==> config.mk <==
export PLATFORM = sky130hd
export DESIGN_NAME = riscv_mem_arbiter
export DESIGN_NICKNAME = d
export VERILOG_FILES = /design/src/rtl/riscv_mem_pkg.sv /design/src/rtl/riscv_mem_arbiter.sv
export SDC_FILE = /design/constraint.sdc
export NUM_CORES = 1
export LEC_CHECK = 0
export CORE_AREA = 2 2 123 125
export CTS_CLUSTER_DIAMETER = 100
export CTS_CLUSTER_SIZE = 28
export DETAILED_ROUTE_END_ITERATION = 10
export DIE_AREA = 0 0 125 127
export PLACE_DENSITY = 0.79
export SLEW_MARGIN = 30
export SYNTH_ARGS = -nofsm -noshare
export SYNTH_HDL_FRONTEND = slang
export SYNTH_SLANG_ARGS = --single-unit
==> constraint.sdc <==
create_clock -name clk -period 6.1 [get_ports clk]
set_input_delay 1.22 -clock clk [delete_from_list [all_inputs] [get_ports clk]]
set_output_delay 1.22 -clock clk [all_outputs]
set_load 0.02 [all_outputs]
==> src/rtl/riscv_mem_pkg.sv <==
// Shared types and default constants for the instruction/data memory arbiter.
package riscv_mem_pkg;

  typedef enum logic [1:0] {
    IDLE  = 2'd0,
    SERVE = 2'd1,
    RESP  = 2'd2
  } state_t;

  typedef enum logic {
    OWN_IF = 1'b0,
    OWN_D  = 1'b1
  } owner_t;

  localparam int unsigned DEF_MAX_DATA_STREAK = 4;
  localparam int unsigned DEF_TIMEOUT_CYCLES  = 255;

endpackage

==> src/rtl/riscv_mem_arbiter.sv <==
// Arbitrates the CPU fetch and load/store ports onto one single-port memory
// with a req/ack handshake, a data-streak starvation guard and an ack timeout.
module riscv_mem_arbiter
  import riscv_mem_pkg::*;
#(
  parameter int unsigned MAX_DATA_STREAK = DEF_MAX_DATA_STREAK,
  parameter int unsigned TIMEOUT_CYCLES  = DEF_TIMEOUT_CYCLES
) (
  input  logic        clk,
  input  logic        reset,
  input  logic        if_req,
  input  logic [31:0] if_addr,
  output logic        if_ready,
  output logic [31:0] if_rdata,
  input  logic        d_req,
  input  logic        d_we,
  input  logic [31:0] d_addr,
  input  logic [31:0] d_wdata,
  output logic        d_ready,
  output logic [31:0] d_rdata,
  output logic        mem_req,
  output logic        mem_we,
  output logic [31:0] mem_addr,
  output logic [31:0] mem_wdata,
  input  logic        mem_ack,
  input  logic [31:0] mem_rdata,
  output logic        err,
  output logic        busy
);

  localparam int TW = (TIMEOUT_CYCLES > 1) ? $clog2(TIMEOUT_CYCLES + 1) : 1;
  localparam logic [TW-1:0] TO_LAST    = TW'(TIMEOUT_CYCLES - 1);
  localparam bit            TO_EN      = (TIMEOUT_CYCLES != 0);
  localparam logic [3:0]    STREAK_MAX = 4'(MAX_DATA_STREAK);

  state_t        state;
  owner_t        owner;
  logic [3:0]    data_streak;
  logic [TW-1:0] tcnt;
  logic          grant_d;
  logic          timed_out;

  assign grant_d   = d_req && (!if_req || (data_streak != STREAK_MAX));
  assign timed_out = TO_EN && (tcnt == TO_LAST);
  assign busy      = (state != IDLE);

  always_ff @(posedge clk or posedge reset) begin
    if (reset) begin
      state       <= IDLE;
      owner       <= OWN_IF;
      data_streak <= '0;
      tcnt        <= '0;
      mem_req     <= 1'b0;
      mem_we      <= 1'b0;
      mem_addr    <= '0;
      mem_wdata   <= '0;
      if_ready    <= 1'b0;
      if_rdata    <= '0;
      d_ready     <= 1'b0;
      d_rdata     <= '0;
      err         <= 1'b0;
    end else begin
      case (state)
        IDLE: begin
          if (if_req || d_req) begin
            state   <= SERVE;
            mem_req <= 1'b1;
            tcnt    <= '0;
            if (grant_d) begin
              owner     <= OWN_D;
              mem_we    <= d_we;
              mem_addr  <= d_addr;
              mem_wdata <= d_wdata;
              // A contested data grant implies the streak is still below its cap.
              if (if_req) data_streak <= data_streak + 4'd1;
            end else begin
              owner       <= OWN_IF;
              mem_we      <= 1'b0;
              mem_addr    <= if_addr;
              mem_wdata   <= '0;
              data_streak <= '0;
            end
          end
        end

        SERVE: begin
          if (mem_ack) begin
            state   <= RESP;
            mem_req <= 1'b0;
            err     <= 1'b0;
            if (owner == OWN_D) begin
              d_ready <= 1'b1;
              d_rdata <= mem_we ? 32'd0 : mem_rdata;
            end else begin
              if_ready <= 1'b1;
              if_rdata <= mem_rdata;
            end
          end else if (timed_out) begin
            state   <= RESP;
            mem_req <= 1'b0;
            err     <= 1'b1;
            if (owner == OWN_D) begin
              d_ready <= 1'b1;
              d_rdata <= '0;
            end else begin
              if_ready <= 1'b1;
              if_rdata <= '0;
            end
          end else begin
            tcnt <= tcnt + TW'(1);
          end
        end

        RESP: begin
          // Ready/err are a single-cycle pulse; requests seen here are ignored.
          state    <= IDLE;
          if_ready <= 1'b0;
          d_ready  <= 1'b0;
          err      <= 1'b0;
        end

        default: state <= IDLE;
      endcase
    end
  end

endmodule

# Word-level counts from Yosys, hierarchy flattened

Cells that the tools add are included.

Input bits: 134
RAM bits: 0
Memories kept: 0
Register bits: 148
Bits in latches: 0
Memory bits (read-only): 0

Divide/modulo/power cells: 0
Shifts and indexed selects: 0
Muxes and demuxes: 38
$mul: 0
Equal/unequal tests: 9
Reductions and logical operators: 17
Bitwise operators: 1
Add/sub/neg operators: 2
Order comparisons: 0

Operators with widths:

| cell                | number |
|---|---|
| $mux 32             | 11 |
| $mux 8              | 3 |
| $pmux 8 s2          | 1 |
| $mux 1              | 13 |
| $reduce_and 3->1    | 4 |
| $add 8x1->8 const B | 1 |
| $eq 8x8->1 const B  | 1 |
| $mux 4              | 2 |
| $ne 2x2->1 const B  | 4 |
| $pmux 1 s2          | 4 |
| $reduce_bool 2->1   | 4 |
| $mux 2              | 3 |
| $reduce_and 2->1    | 3 |
| $add 4x1->4 const B | 1 |
| $ne 4x3->1 const B  | 1 |
| $pmux 2 s2          | 1 |
| $reduce_and 4->1    | 1 |
| $ne 3x3->1 const B  | 1 |
| $eq 2x1->1 const B  | 1 |
| $eq 2x2->1 const B  | 1 |
| $logic_not 2->1     | 1 |
| $logic_or 1x1->1    | 2 |
| $logic_and 1x1->1   | 1 |
| $logic_not 1->1     | 1 |
| $not 1->1           | 1 |

# Logic depth before layout (Yosys ltp)

Depth in word-level cells: 5
Mapped depth: 9
Mapped depth without buffers: 6

# Worst setup path before layout

No wires, ideal clock.

Path type: in2reg
From: input if_req
To: register tcnt[0]
Library setup time: 84 ps
Arrival time: 2,209 ps
Stages: 7
Setup slack: 3,808 ps
Buffers on the path: 3
Path through: or3b_1 buf_2 nand2_2 buf_6 buf_6 o211ai_1 o21ai_0

Longest elaborated chain between the ends: 3

RTL lines:

| item                       | line                     | source |
|---|---|---|
| from (decl)                | riscv_mem_arbiter.sv:11  | `input logic if_req,` |
| $logic_or 1x1->1           | riscv_mem_arbiter.sv:65  | `if (if_req \|\| d_req) begin` |
| $ne 2x2->1 (no line)       | n/a                      |  |
| $reduce_and 4->1 (no line) | n/a                      |  |
| to (signal assigned)       | riscv_mem_arbiter.sv:110 | `tcnt <= tcnt + TW'(1);` |
| to (decl)                  | riscv_mem_arbiter.sv:39  | `logic [TW-1:0] tcnt;` |

Every way passes these cells.
A chain may end at the register's enable or synchronous reset.

# Worst setup path after layout

From: register state[1]
To: output busy

Longest elaborated chain between the ends: 1

RTL lines:

| item                   | line                    | source |
|---|---|---|
| from (decl)            | riscv_mem_arbiter.sv:36 | `state_t state;` |
| from (signal assigned) | riscv_mem_arbiter.sv:49 | `state <= IDLE;` |
| from (signal assigned) | riscv_mem_arbiter.sv:66 | `state <= SERVE;` |
| from (signal assigned) | riscv_mem_arbiter.sv:88 | `state <= RESP;` |
| $reduce_bool 2->1      | riscv_mem_arbiter.sv:45 | `assign busy = (state != IDLE);` |
| to (decl)              | riscv_mem_arbiter.sv:28 | `output logic busy` |

Every way passes these cells.

==> PnR_summary.wiki <==
{| class="wikitable"
! Metric !! Value
|-
| Area of the mapped netlist || between 5000 and 6000 um^2
|-
| Cts-stage hold buffer count || 0
|-
| Post-cts repair resize count || 0
|-
| Initial Utilization || 0.414
|-
| Number of DRC markers in iteration 0 || 329
|-
| Global-route wire length before repair || ~27000 um
|-
| Critical setup path kind || flop to primary output
|-
| Total global routing overflow || 0
|-
| Kind of end point of the critical path || primary output
|-
| Syn Area/Cell || ~13 um^2
|-
| Synth Warn # || 0
|-
| Adder-Cell Fraction of Synth Area || 0.0147
|-
| Y dimension of the die || about 130 um
|-
| DIE AREA || roughly 16000 um^2
|-
| Sum of routed wire length over all layers || about 17000 um
|-
| Buffer type at the clock tree root || sky130_fd_sc_hd__clkbuf_16
|-
| Avg Vias per Cell || about 5.4
|-
| Arrival @ worst endpoint || between 2000 and 2500 ps
|-
| Share of cells above drive strength 1 || 0.0673
|-
| Highest achievable clock rate || around 0.3 GHz
|-
| Net total in the final layout || 871
|-
| Total power per unit cell area || roughly 530 nW/um^2
|-
| Clock tree from TritonCTS || built
|-
| Worst vdd rail ir drop || roughly 0.23 mV
|-
| Worst hold-check path type || flop to flop
|-
| Post-CTS clock slew at the launch and capture registers of the worst setup and hold paths || 70 ps
|-
| Yosys cell types || 36
|-
| Number of standard cells in the layout, taps in and fillers out || around 930
|-
| Static Leak || ~4.2 nW
|-
| Clock skew || slightly above 8 ps
|-
| CTS Buffer Depth || 2
|-
| Number of CTS-inserted buffers || 17
|-
| Clk_lat worst skew || ~420 ps
|-
| # DRC || 0
|-
| Slew Limit Headroom || 0.502
|-
| Die X || 125 um
|-
| Final weighted congestion in routability-driven placement || between 0.7 and 0.8
|-
| Vias in the first global route || 5060
|-
| Count of TritonRoute iterations in the first routing pass || 4
|-
| Minimum hold slack || 481 ps
|-
| Endpoints failing hold || 0
|-
| Net count of the mapped netlist || between 600 and 700
|-
| Setup crit start kind || flop
|-
| Number of H-tree branching levels || 4
|-
| Number of register bits inferred by synthesis || ~150
|-
| Largest fanout on the critical path || 5
|-
| Max-Cap Viols || 0
|-
| Setup TNS || 0 ps
|-
| Highest-count cells in the layout ignoring fill and taps || sky130_fd_sc_hd__clkdlybuf4s50_1 (267), sky130_fd_sc_hd__dfrtp_1 (148), sky130_fd_sc_hd__a22o_1 (99)
|-
| Slew @ Worst Pin || approximately 750 ps
|-
| Most frequent standard cell in the layout excluding fill and tap cells || sky130_fd_sc_hd__clkdlybuf4s50_1
|-
| DR WL/cell || 18.7 um
|-
| Result of the run || finished clean
|-
| Antenna violations before repair || 0
|-
| Total half-perimeter wirelength after legalization and detailed placement || roughly 12000 um
|-
| Simple logic cell fraction of the synthesized area || 0.0544
|-
| Signed area change from the synthesized netlist to the final layout || 56.0%
|-
| Core outline area || between 10000 and 15000 um^2
|-
| Pin count of the biggest net entering global routing || 105
|-
| Worst hold stages || 2
|-
| FF-to-FF path depth || 6
|-
| Xor-xnor portion of the synthesized cell area || 0
|-
| CTS sink count || approximately 150
|-
| Share of the synthesized area in compound gates (AO/OA/AOI/OAI) || 0.214
|-
| Clock period minus worst slack || 3240 ps
|-
| Sequential cell area fraction in the yosys report || 0.620
|-
| Slew Viols, Final || 0
|-
| IO buf count || between 200 and 300
|-
| Dominant combinational cell family by area after synthesis || compound AO/OA/AOI/OAI gates
|-
| Detailed-route via count || roughly 5000
|-
| Antenna diode instance count || 0
|-
| Cell Count Post-Placement || between 800 and 900
|-
| Fin crit share || 0.532
|-
| Share of cell area taken by muxes after synthesis || 0.0605
|-
| Site row count || 44
|-
| Gate count after technology mapping || ~470
|-
| Antenna viol nets, final || 0
|-
| Ports || approximately 270
|-
| Data required time at the worst endpoint || 4880 ps
|-
| Total track usage || 0.217
|-
| Setup-violating endpoint count in the final report || 0
|-
| Setup repair after global routing missed its margin || no
|-
| Post CTS Setup Buffer Count || 0
|}
-- cells in the mapped netlist --
master,count,share of area
sky130_fd_sc_hd__nand2_1,39,0.024
sky130_fd_sc_hd__dfrtp_1,148,0.62
sky130_fd_sc_hd__a41oi_1,1,0.0015
sky130_fd_sc_hd__a22o_1,99,0.15
sky130_fd_sc_hd__buf_2,14,0.012
sky130_fd_sc_hd__and3_1,1,0.0010
sky130_fd_sc_hd__buf_6,3,0.0057
sky130_fd_sc_hd__nand3_1,7,0.0059
sky130_fd_sc_hd__ha_1,7,0.015
sky130_fd_sc_hd__nor2b_1,3,0.0031
sky130_fd_sc_hd__nand4b_1,1,0.0015
sky130_fd_sc_hd__o21bai_1,1,0.0013
sky130_fd_sc_hd__clkbuf_1,8,0.0050
sky130_fd_sc_hd__o31ai_1,1,0.0013
sky130_fd_sc_hd__mux2_2,1,0.0019
sky130_fd_sc_hd__nand2_2,3,0.0031
sky130_fd_sc_hd__o21bai_4,1,0.0031
sky130_fd_sc_hd__o21ai_1,6,0.0050
sky130_fd_sc_hd__nand3_2,2,0.0033
sky130_fd_sc_hd__o2bb2ai_1,1,0.0015
sky130_fd_sc_hd__a21oi_1,8,0.0067
sky130_fd_sc_hd__o211ai_2,1,0.0021
sky130_fd_sc_hd__a31oi_1,7,0.0073
sky130_fd_sc_hd__nand4_2,1,0.0021
sky130_fd_sc_hd__buf_4,6,0.0075
sky130_fd_sc_hd__nor4bb_1,1,0.0017
sky130_fd_sc_hd__mux2i_1,35,0.059
sky130_fd_sc_hd__inv_1,11,0.0069
sky130_fd_sc_hd__nor3_1,2,0.0017
sky130_fd_sc_hd__o211a_2,1,0.0017
sky130_fd_sc_hd__nor2_1,8,0.0050
sky130_fd_sc_hd__o21ai_0,36,0.030
sky130_fd_sc_hd__or3b_1,1,0.0015
sky130_fd_sc_hd__o22ai_1,1,0.0010
sky130_fd_sc_hd__a21o_1,3,0.0038
sky130_fd_sc_hd__o211ai_1,2,0.0025
-- critical path, cell delays in order (launching register included) --
cell                              delay, ps
sky130_fd_sc_hd__dfrtp_1                380
sky130_fd_sc_hd__inv_1                   70
sky130_fd_sc_hd__ha_1                   290
sky130_fd_sc_hd__inv_1                  190
sky130_fd_sc_hd__clkdlybuf4s50_1        670
-- sequential cells by signal, indices dropped and copies added (netlist names) --
name	cells
mem_addr	32
mem_wdata	32
if_ready	1
owner	1
mem_req	1
data_streak	4
mem_we	1
tcnt	8
if_rdata	32
d_rdata	32
err	1
state	2
d_ready	1
-- power breakdown --
group / total (mW) / switching (mW) / internal, mW / leakage [nW]
combinational: 2.28 / 1.19 / 1.09 / 2.05
sequential: 1.66 / 0.261 / 1.40 / 1.87
clock: 0.987 / 0.449 / 0.538 / 0.269
-- cell type report --
| cell class | count | area, um^2 |
|---|---|---|
| Tap cell | 184 | 230 |
| Clock buffer | 17 | 425 |
| Inverter | 11 | 48.8 |
| Sequential cell | 148 | 3700 |
| Timing Repair Buffer | 271 | 2700 |
| Fill cell | 1101 | 5100 |
| Multi-Input combinational cell | 281 | 2080 |
| Clock inverter | 15 | 134 |
-- metrics by stage --
step / utilization / area [um^2] / setup WS [ps] / power [mW]
floorplan: - / 5980 / 900 / 2.87
global placement: 0.607 / 8750 / 2660 / 3.88
detailed placement: 0.607 / 8750 / 2580 / 3.95
CTS: 0.645 / 9310 / 2860 / 4.96
global route: 0.647 / 9330 / 2730 / 5.19
finish: 0.647 / 9330 / 2860 / 4.93
-- worst paths after layout --
path | endpoint | slack (ps) | startpoint
worst max register to register | tcnt[5]$_DFFE_PP0P_ | 3760 | state[0]$_DFFE_PP0P_
worst min register to register | mem_addr[25]$_DFFE_PP0P_ | 480 | mem_addr[25]$_DFFE_PP0P_
max in group asynchronous | if_rdata[12]$_DFFE_PP0P_ | 3700 | reset
worst max-delay path | busy | 2860 | state[1]$_DFFE_PP0P_
min in group asynchronous | mem_wdata[16]$_DFFE_PP0P_ | 1320 | reset
worst min-delay path | mem_addr[25]$_DFFE_PP0P_ | 480 | mem_addr[25]$_DFFE_PP0P_
-- cells by family (layout without fill, tap and decap cells) --
| kind of cell | after synthesis | in the layout |
|---|---|---|
| AOI/OAI and AO/OA | 169 | 169 |
| muxes | 36 | 36 |
| DFF | 148 | 148 |
| buffers and inverters | 42 | 314 |
| adders and majority gates | 7 | 7 |
| and+or+nand+nor | 69 | 69 |
-- layer usage --
metal  share of wire  GRT usage  vias to the layer above
met5               0          0                        -
met1            0.40      0.260                     2422
li1                -          -                     2269
met3           0.088     0.0766                       42
met4           0.033     0.0908                        0
met2            0.48      0.358                      258
No activity file was read; power rests on OpenSTA's default activity.
